==> src/rtl/piso_tx.sv <==
// piso_tx -- parallel-in serial-out transmitter.
//
// Accepts a WIDTH-bit word through a valid/ready handshake and shifts it out
// one bit per clock with a per-bit valid and an end-of-word marker. A new word
// can be accepted on the cycle that carries the last bit of the current one,
// so consecutive words leave as an unbroken bit stream.
//
// Parameters
//   WIDTH      word length in bits (2..32)
//   MSB_FIRST  1: bit WIDTH-1 leaves first, 0: bit 0 leaves first
//
// Ports
//   clk      rising-edge clock
//   reset_   asynchronous active-low reset
//   i_data   parallel word, sampled on a handshake edge only
//   i_valid  source offers a word
//   i_ready  block can take a word this cycle (combinational from state)
//   o        serial data bit (idle level 0)
//   o_valid  o carries a word bit this cycle
//   o_last   this cycle carries the final bit of the word
module piso_tx #(
  parameter int WIDTH     = 4,
  parameter int MSB_FIRST = 1
) (
  input  logic             clk,
  input  logic             reset_,
  input  logic [WIDTH-1:0] i_data,
  input  logic             i_valid,
  output logic             i_ready,
  output logic             o,
  output logic             o_valid,
  output logic             o_last
);

  localparam int                CNT_W    = $clog2(WIDTH);
  localparam logic [CNT_W-1:0]  CNT_LAST = CNT_W'(WIDTH - 1);
  localparam logic [CNT_W-1:0]  CNT_ONE  = CNT_W'(1);

  typedef enum logic {
    IDLE  = 1'b0,
    SHIFT = 1'b1
  } state_t;

  state_t           state, state_nx;
  logic [WIDTH-1:0] shreg, shreg_nx;
  logic [CNT_W-1:0] cnt, cnt_nx;
  logic             xfer;

  // Move the word one place toward the output end, zero fill behind it.
  function automatic logic [WIDTH-1:0] shift_toward_out(input logic [WIDTH-1:0] v);
    if (MSB_FIRST != 0) return {v[WIDTH-2:0], 1'b0};
    else                return {1'b0, v[WIDTH-1:1]};
  endfunction

  // Outputs come straight from registered state; the only input-dependent
  // signal is xfer, which feeds next-state logic only.
  assign o_valid = (state == SHIFT);
  assign o_last  = o_valid && (cnt == CNT_LAST);
  assign i_ready = !o_valid || o_last;
  assign xfer    = i_valid && i_ready;
  assign o       = (MSB_FIRST != 0) ? shreg[WIDTH-1] : shreg[0];

  always_comb begin
    state_nx = state;
    shreg_nx = shreg;
    cnt_nx   = cnt;
    if (xfer) begin
      // Covers both an idle load and a back-to-back load on the last bit.
      state_nx = SHIFT;
      shreg_nx = i_data;
      cnt_nx   = '0;
    end else begin
      case (state)
        IDLE: begin
          // Hold; shreg is already zero so the line sits at 0.
        end
        SHIFT: begin
          if (o_last) begin
            state_nx = IDLE;
            shreg_nx = '0;
            cnt_nx   = '0;
          end else begin
            shreg_nx = shift_toward_out(shreg);
            cnt_nx   = cnt + CNT_ONE;
          end
        end
        default: begin
          state_nx = IDLE;
          shreg_nx = '0;
          cnt_nx   = '0;
        end
      endcase
    end
  end

  always_ff @(posedge clk or negedge reset_) begin
    if (!reset_) begin
      state <= IDLE;
      shreg <= '0;
      cnt   <= '0;
    end else begin
      state <= state_nx;
      shreg <= shreg_nx;
      cnt   <= cnt_nx;
    end
  end

endmodule

==> config.mk <==
export PLATFORM = sky130hd
export DESIGN_NAME = piso_tx
export DESIGN_NICKNAME = d
export VERILOG_FILES = /design/src/rtl/piso_tx.sv
export SDC_FILE = /design/constraint.sdc
export NUM_CORES = 1
export LEC_CHECK = 0
export CORE_AREA = 3 3 40 42
export CTS_CLUSTER_SIZE = 16
export DETAILED_ROUTE_END_ITERATION = 8
export DIE_AREA = 0 0 43 45
export GPL_ROUTABILITY_DRIVEN = 0
export GPL_TIMING_DRIVEN = 1
export HOLD_SLACK_MARGIN = 0.03
export PLACE_DENSITY_LB_ADDON = 0.12
export SYNTH_ARGS = -nofsm -noshare
export SYNTH_HDL_FRONTEND = slang
export SYNTH_SLANG_ARGS = --single-unit
export TNS_END_PERCENT = 5
==> constraint.sdc <==
create_clock -name clk -period 3.1 [get_ports clk]
set_clock_uncertainty 0.2 [all_clocks]
set_input_delay 0.62 -clock clk [delete_from_list [all_inputs] [get_ports clk]]
set_output_delay 0.62 -clock clk [all_outputs]
set_load 0.01 [all_outputs]
==> Flow_metrics.wiki <==
{| class="wikitable"
! Metric !! Value
|-
| Quantity of hold-fixing buffers added after cts || 0
|-
| Die Footprint || 0.00194 sq mm
|-
| Syn avg cell area || 10.8 sq um
|-
| Setup bufs post-CTS || 0
|-
| # rows || 13
|-
| Area used by multi-input combinational logic || 155 sq um
|-
| Unrepaired setup endpoints after global routing || no
|-
| Result of the run || finished clean
|-
| Max Fanout on Critical Path || 7
|-
| Finish-stage setup viols || 0
|-
| GRT Util Overall || 9.05%
|-
| Routed WL per cell || 12.7 um
|-
| Number of nets in the layout || 54
|-
| Number of vias in the routed layout || 302
|-
| Actual slew at the worst max-slew pin || 0.481 ns
|-
| Cell area after synthesis || 358 sq um
|-
| Arrival time at the worst endpoint || 1.70 ns
|-
| Congestion Overflow GR || 0
|-
| Setup Crit Path Kind || reg2out
|-
| Horizontal extent of the die || 43 um
|-
| Post-place instance area || 460 sq um
|-
| DR DRC count || 0
|-
| Combinational family with the most area after synthesis || simple AND/OR/NAND/NOR gates
|-
| Sequential share of the synthesized area || 49.0%
|-
| Longest Clk Path Bufs || 2
|-
| DRT iter0 DRCs || 7
|-
| Post-synth net total || 41
|-
| Clock tree from TritonCTS || built
|-
| Total non-filler cell area in the finished layout || 487 sq um
|-
| Hold path startpoint || cnt[1]
|-
| Synth Area in Adders || 3.50%
|-
| Via count of the first global-routing pass || 280
|-
| Detail-routed via count per cell || 5.03
|-
| Xor and xnor area share after synthesis || 0%
|-
| Final Hold Viols || 0
|-
| Core Area || 0.00128 sq mm
|-
| Clk pin slew, worst setup/hold paths || 0.05 ns
|-
| Resized cells post-CTS || 0
|-
| Simple-gate portion of the synthesized area || 15.4%
|-
| # IOs || 11
|-
| Count of input and output buffers || 10
|-
| First-pass iteration count of the detailed router || 4
|-
| Clock Latency Late Sink || 0.25 ns
|-
| Top cell family by delay on the critical path || buffers and inverters
|-
| Synthesized instance count || 33
|-
| Largest net degree at the start of global routing || 13
|-
| Die Ht || 45 um
|-
| Fraction of final layout cells with drive strength greater than 1 || 8.89%
|-
| Library cell occupying the most area in the post-synthesis netlist || sky130_fd_sc_hd__dfrtp_1
|-
| Origin of the critical flop-to-flop path || cnt[0]
|-
| Count of clock tree sinks || 7
|-
| Setup_tns || 0 ns
|-
| Antenna-violating nets left || 0
|-
| Number of slew-limit violations in the final report || 0
|-
| Fraction of post-synthesis cell area in the top cell type by area || 49.0%
|-
| Initial standard-cell utilization of the core || 27.8%
|-
| Worst min-delay path class || reg2reg
|-
| Number of buffers and inverters on the critical path || 1
|-
| Number of synthesis warnings || 0
|-
| Worst slew margin relative to its limit || 67.8%
|-
| Number of clock buffers inserted by TritonCTS || 3
|-
| Antenna violations before repair || 0
|-
| Worst path cell trace || ha_1 -> nand2b_2 -> clkdlybuf4s50_1
|-
| Ratio of total power to cell area || 855 mW/mm^2
|-
| Source of the critical timing path || cnt[0]
|-
| Fill count || 137
|-
| Register cell area after layout || 175 sq um
|-
| Leakage power total || 0.205 nW
|-
| Global-route wire length before repair || 1260 um
|-
| Worst VDD drop || 0.355 mV
|-
| Area Overhead vs Synth || 36.0%
|-
| Clk Tree Root Cell || sky130_fd_sc_hd__clkbuf_4
|-
| Area fraction in compound gates after synthesis || 13.3%
|-
| Maximum clock rate || 0.396 GHz
|-
| Crit-path slowest cell || sky130_fd_sc_hd__clkdlybuf4s50_1
|-
| Type of element capturing the critical path || primary output
|-
| Mux share of post-synthesis cell area || 11.2%
|-
| Number of inserted diodes || 0
|-
| Type of origin of the critical path || flip-flop
|-
| Worst path max stage delay || 0.50 ns
|-
| Period utilization || 81.4%
|-
| Leading cell types by total area after synthesis || sky130_fd_sc_hd__dfrtp_1 49%, sky130_fd_sc_hd__mux2i_1 11%, sky130_fd_sc_hd__o221ai_1 7.3%, sky130_fd_sc_hd__nand3_1 5.6%, sky130_fd_sc_hd__ha_1 3.5%
|-
| CTS H-tree depth || 1
|-
| Seq cells post-synth || 7
|-
| Number of max-capacitance violations reported || 0
|-
| Netlist cell types || 16
|-
| Required @ worst endpoint || 2.28 ns
|-
| Final Routed Wirelength || 764 um
|-
| Time the final worst path needs with I/O delays and setup || 2.52 ns
|}
cell families (layout without fill, tap and decap cells):
logic type,Yosys count,after routing
compound gates,6,6
fa+ha+maj,1,1
buf+inv,5,17
flops,7,7
mux,4,4
simple gates,10,10
metrics by stage:
step	total power [mW]	setup slack, ns	hold WS (ns)	cells	utilization [%]
after global placement	0.335	0.883	0.291	56	35.8
after floorplan	0.259	1.42	0.124	33	-
after CTS	0.421	0.585	0.306	60	37.9
final	0.416	0.576	0.300	60	37.9
after detailed placement	0.335	0.865	0.299	56	35.8
after global routing	0.450	0.472	0.321	60	37.9
worst reg2reg max path, delay by kind of cell, from the launching register on:
family | cells | cell delay (ns)
AO/OA/AOI/OAI | 1 | 0.21
flip-flops | 1 | 0.40
adder cells (fa/ha/maj) | 1 | 0.29
AND/OR/NAND/NOR | 1 | 0.26
metal layers:
layer | routed length [um] | GRT usage (%)
met5 | 0 | 0
met4 | 9 | 7.23
met3 | 69 | 3.59
met2 | 324 | 11.4
met1 | 360 | 12.0
registers in the layout, summed over array words and instances (netlist names):
name / flops
cnt: 2
shreg: 4
o_valid: 1
power breakdown:
part           total (mW)  switching (mW)  leakage (nW)  internal, mW
Clock              0.0817          0.0326        0.0150        0.0491
Combinational       0.175          0.0759         0.103        0.0990
Sequential          0.160          0.0308        0.0872         0.129
cells in the mapped netlist:
cell type	count
sky130_fd_sc_hd__nand2b_1	2
sky130_fd_sc_hd__buf_6	1
sky130_fd_sc_hd__inv_1	3
sky130_fd_sc_hd__o21ai_1	1
sky130_fd_sc_hd__o221ai_1	3
sky130_fd_sc_hd__and2_1	1
sky130_fd_sc_hd__nand2b_2	1
sky130_fd_sc_hd__a32o_1	1
sky130_fd_sc_hd__dfrtp_1	7
sky130_fd_sc_hd__buf_2	1
sky130_fd_sc_hd__o22ai_1	1
sky130_fd_sc_hd__nor2_1	1
sky130_fd_sc_hd__nand3_1	4
sky130_fd_sc_hd__mux2i_1	4
sky130_fd_sc_hd__nand2_1	1
sky130_fd_sc_hd__ha_1	1
placed cells by master, fill, tap and decap left out:
cell type | Yosys | routed
sky130_fd_sc_hd__nor2_1 | 1 | 1
sky130_fd_sc_hd__and2_1 | 1 | 1
sky130_fd_sc_hd__clkbuf_4 | 0 | 3
sky130_fd_sc_hd__mux2i_1 | 4 | 4
sky130_fd_sc_hd__nand2b_1 | 2 | 2
sky130_fd_sc_hd__dfrtp_1 | 7 | 7
sky130_fd_sc_hd__o21ai_1 | 1 | 1
sky130_fd_sc_hd__nand2_1 | 1 | 1
sky130_fd_sc_hd__a32o_1 | 1 | 1
sky130_fd_sc_hd__nand3_1 | 4 | 4
sky130_fd_sc_hd__o22ai_1 | 1 | 1
sky130_fd_sc_hd__ha_1 | 1 | 1
sky130_fd_sc_hd__nand2b_2 | 1 | 1
sky130_fd_sc_hd__clkbuf_1 | 0 | 1
sky130_fd_sc_hd__inv_1 | 3 | 3
sky130_fd_sc_hd__clkdlybuf4s50_1 | 0 | 10
sky130_fd_sc_hd__o221ai_1 | 3 | 3
layout make-up:
type                    count  share of cell area (%)
repair buffers             10                    20.6
inverters                   3                    2.31
well taps                  15                    3.86
flip-flops and latches      7                    36.0
multi-input cells          21                    31.9
clock buffers               4                    5.40
final timing paths:
check,to,slack (ns),depth (start not counted)
worst max-delay path,i_ready,0.58,3
worst min-delay path,cnt[1],0.30,1
worst max register to register,shreg[1],1.65,3
worst min register to register,cnt[1],0.30,1
max in group asynchronous,cnt[0],2.03,1
min in group asynchronous,shreg[3],0.43,1
Power figures use the tool's default switching activity.
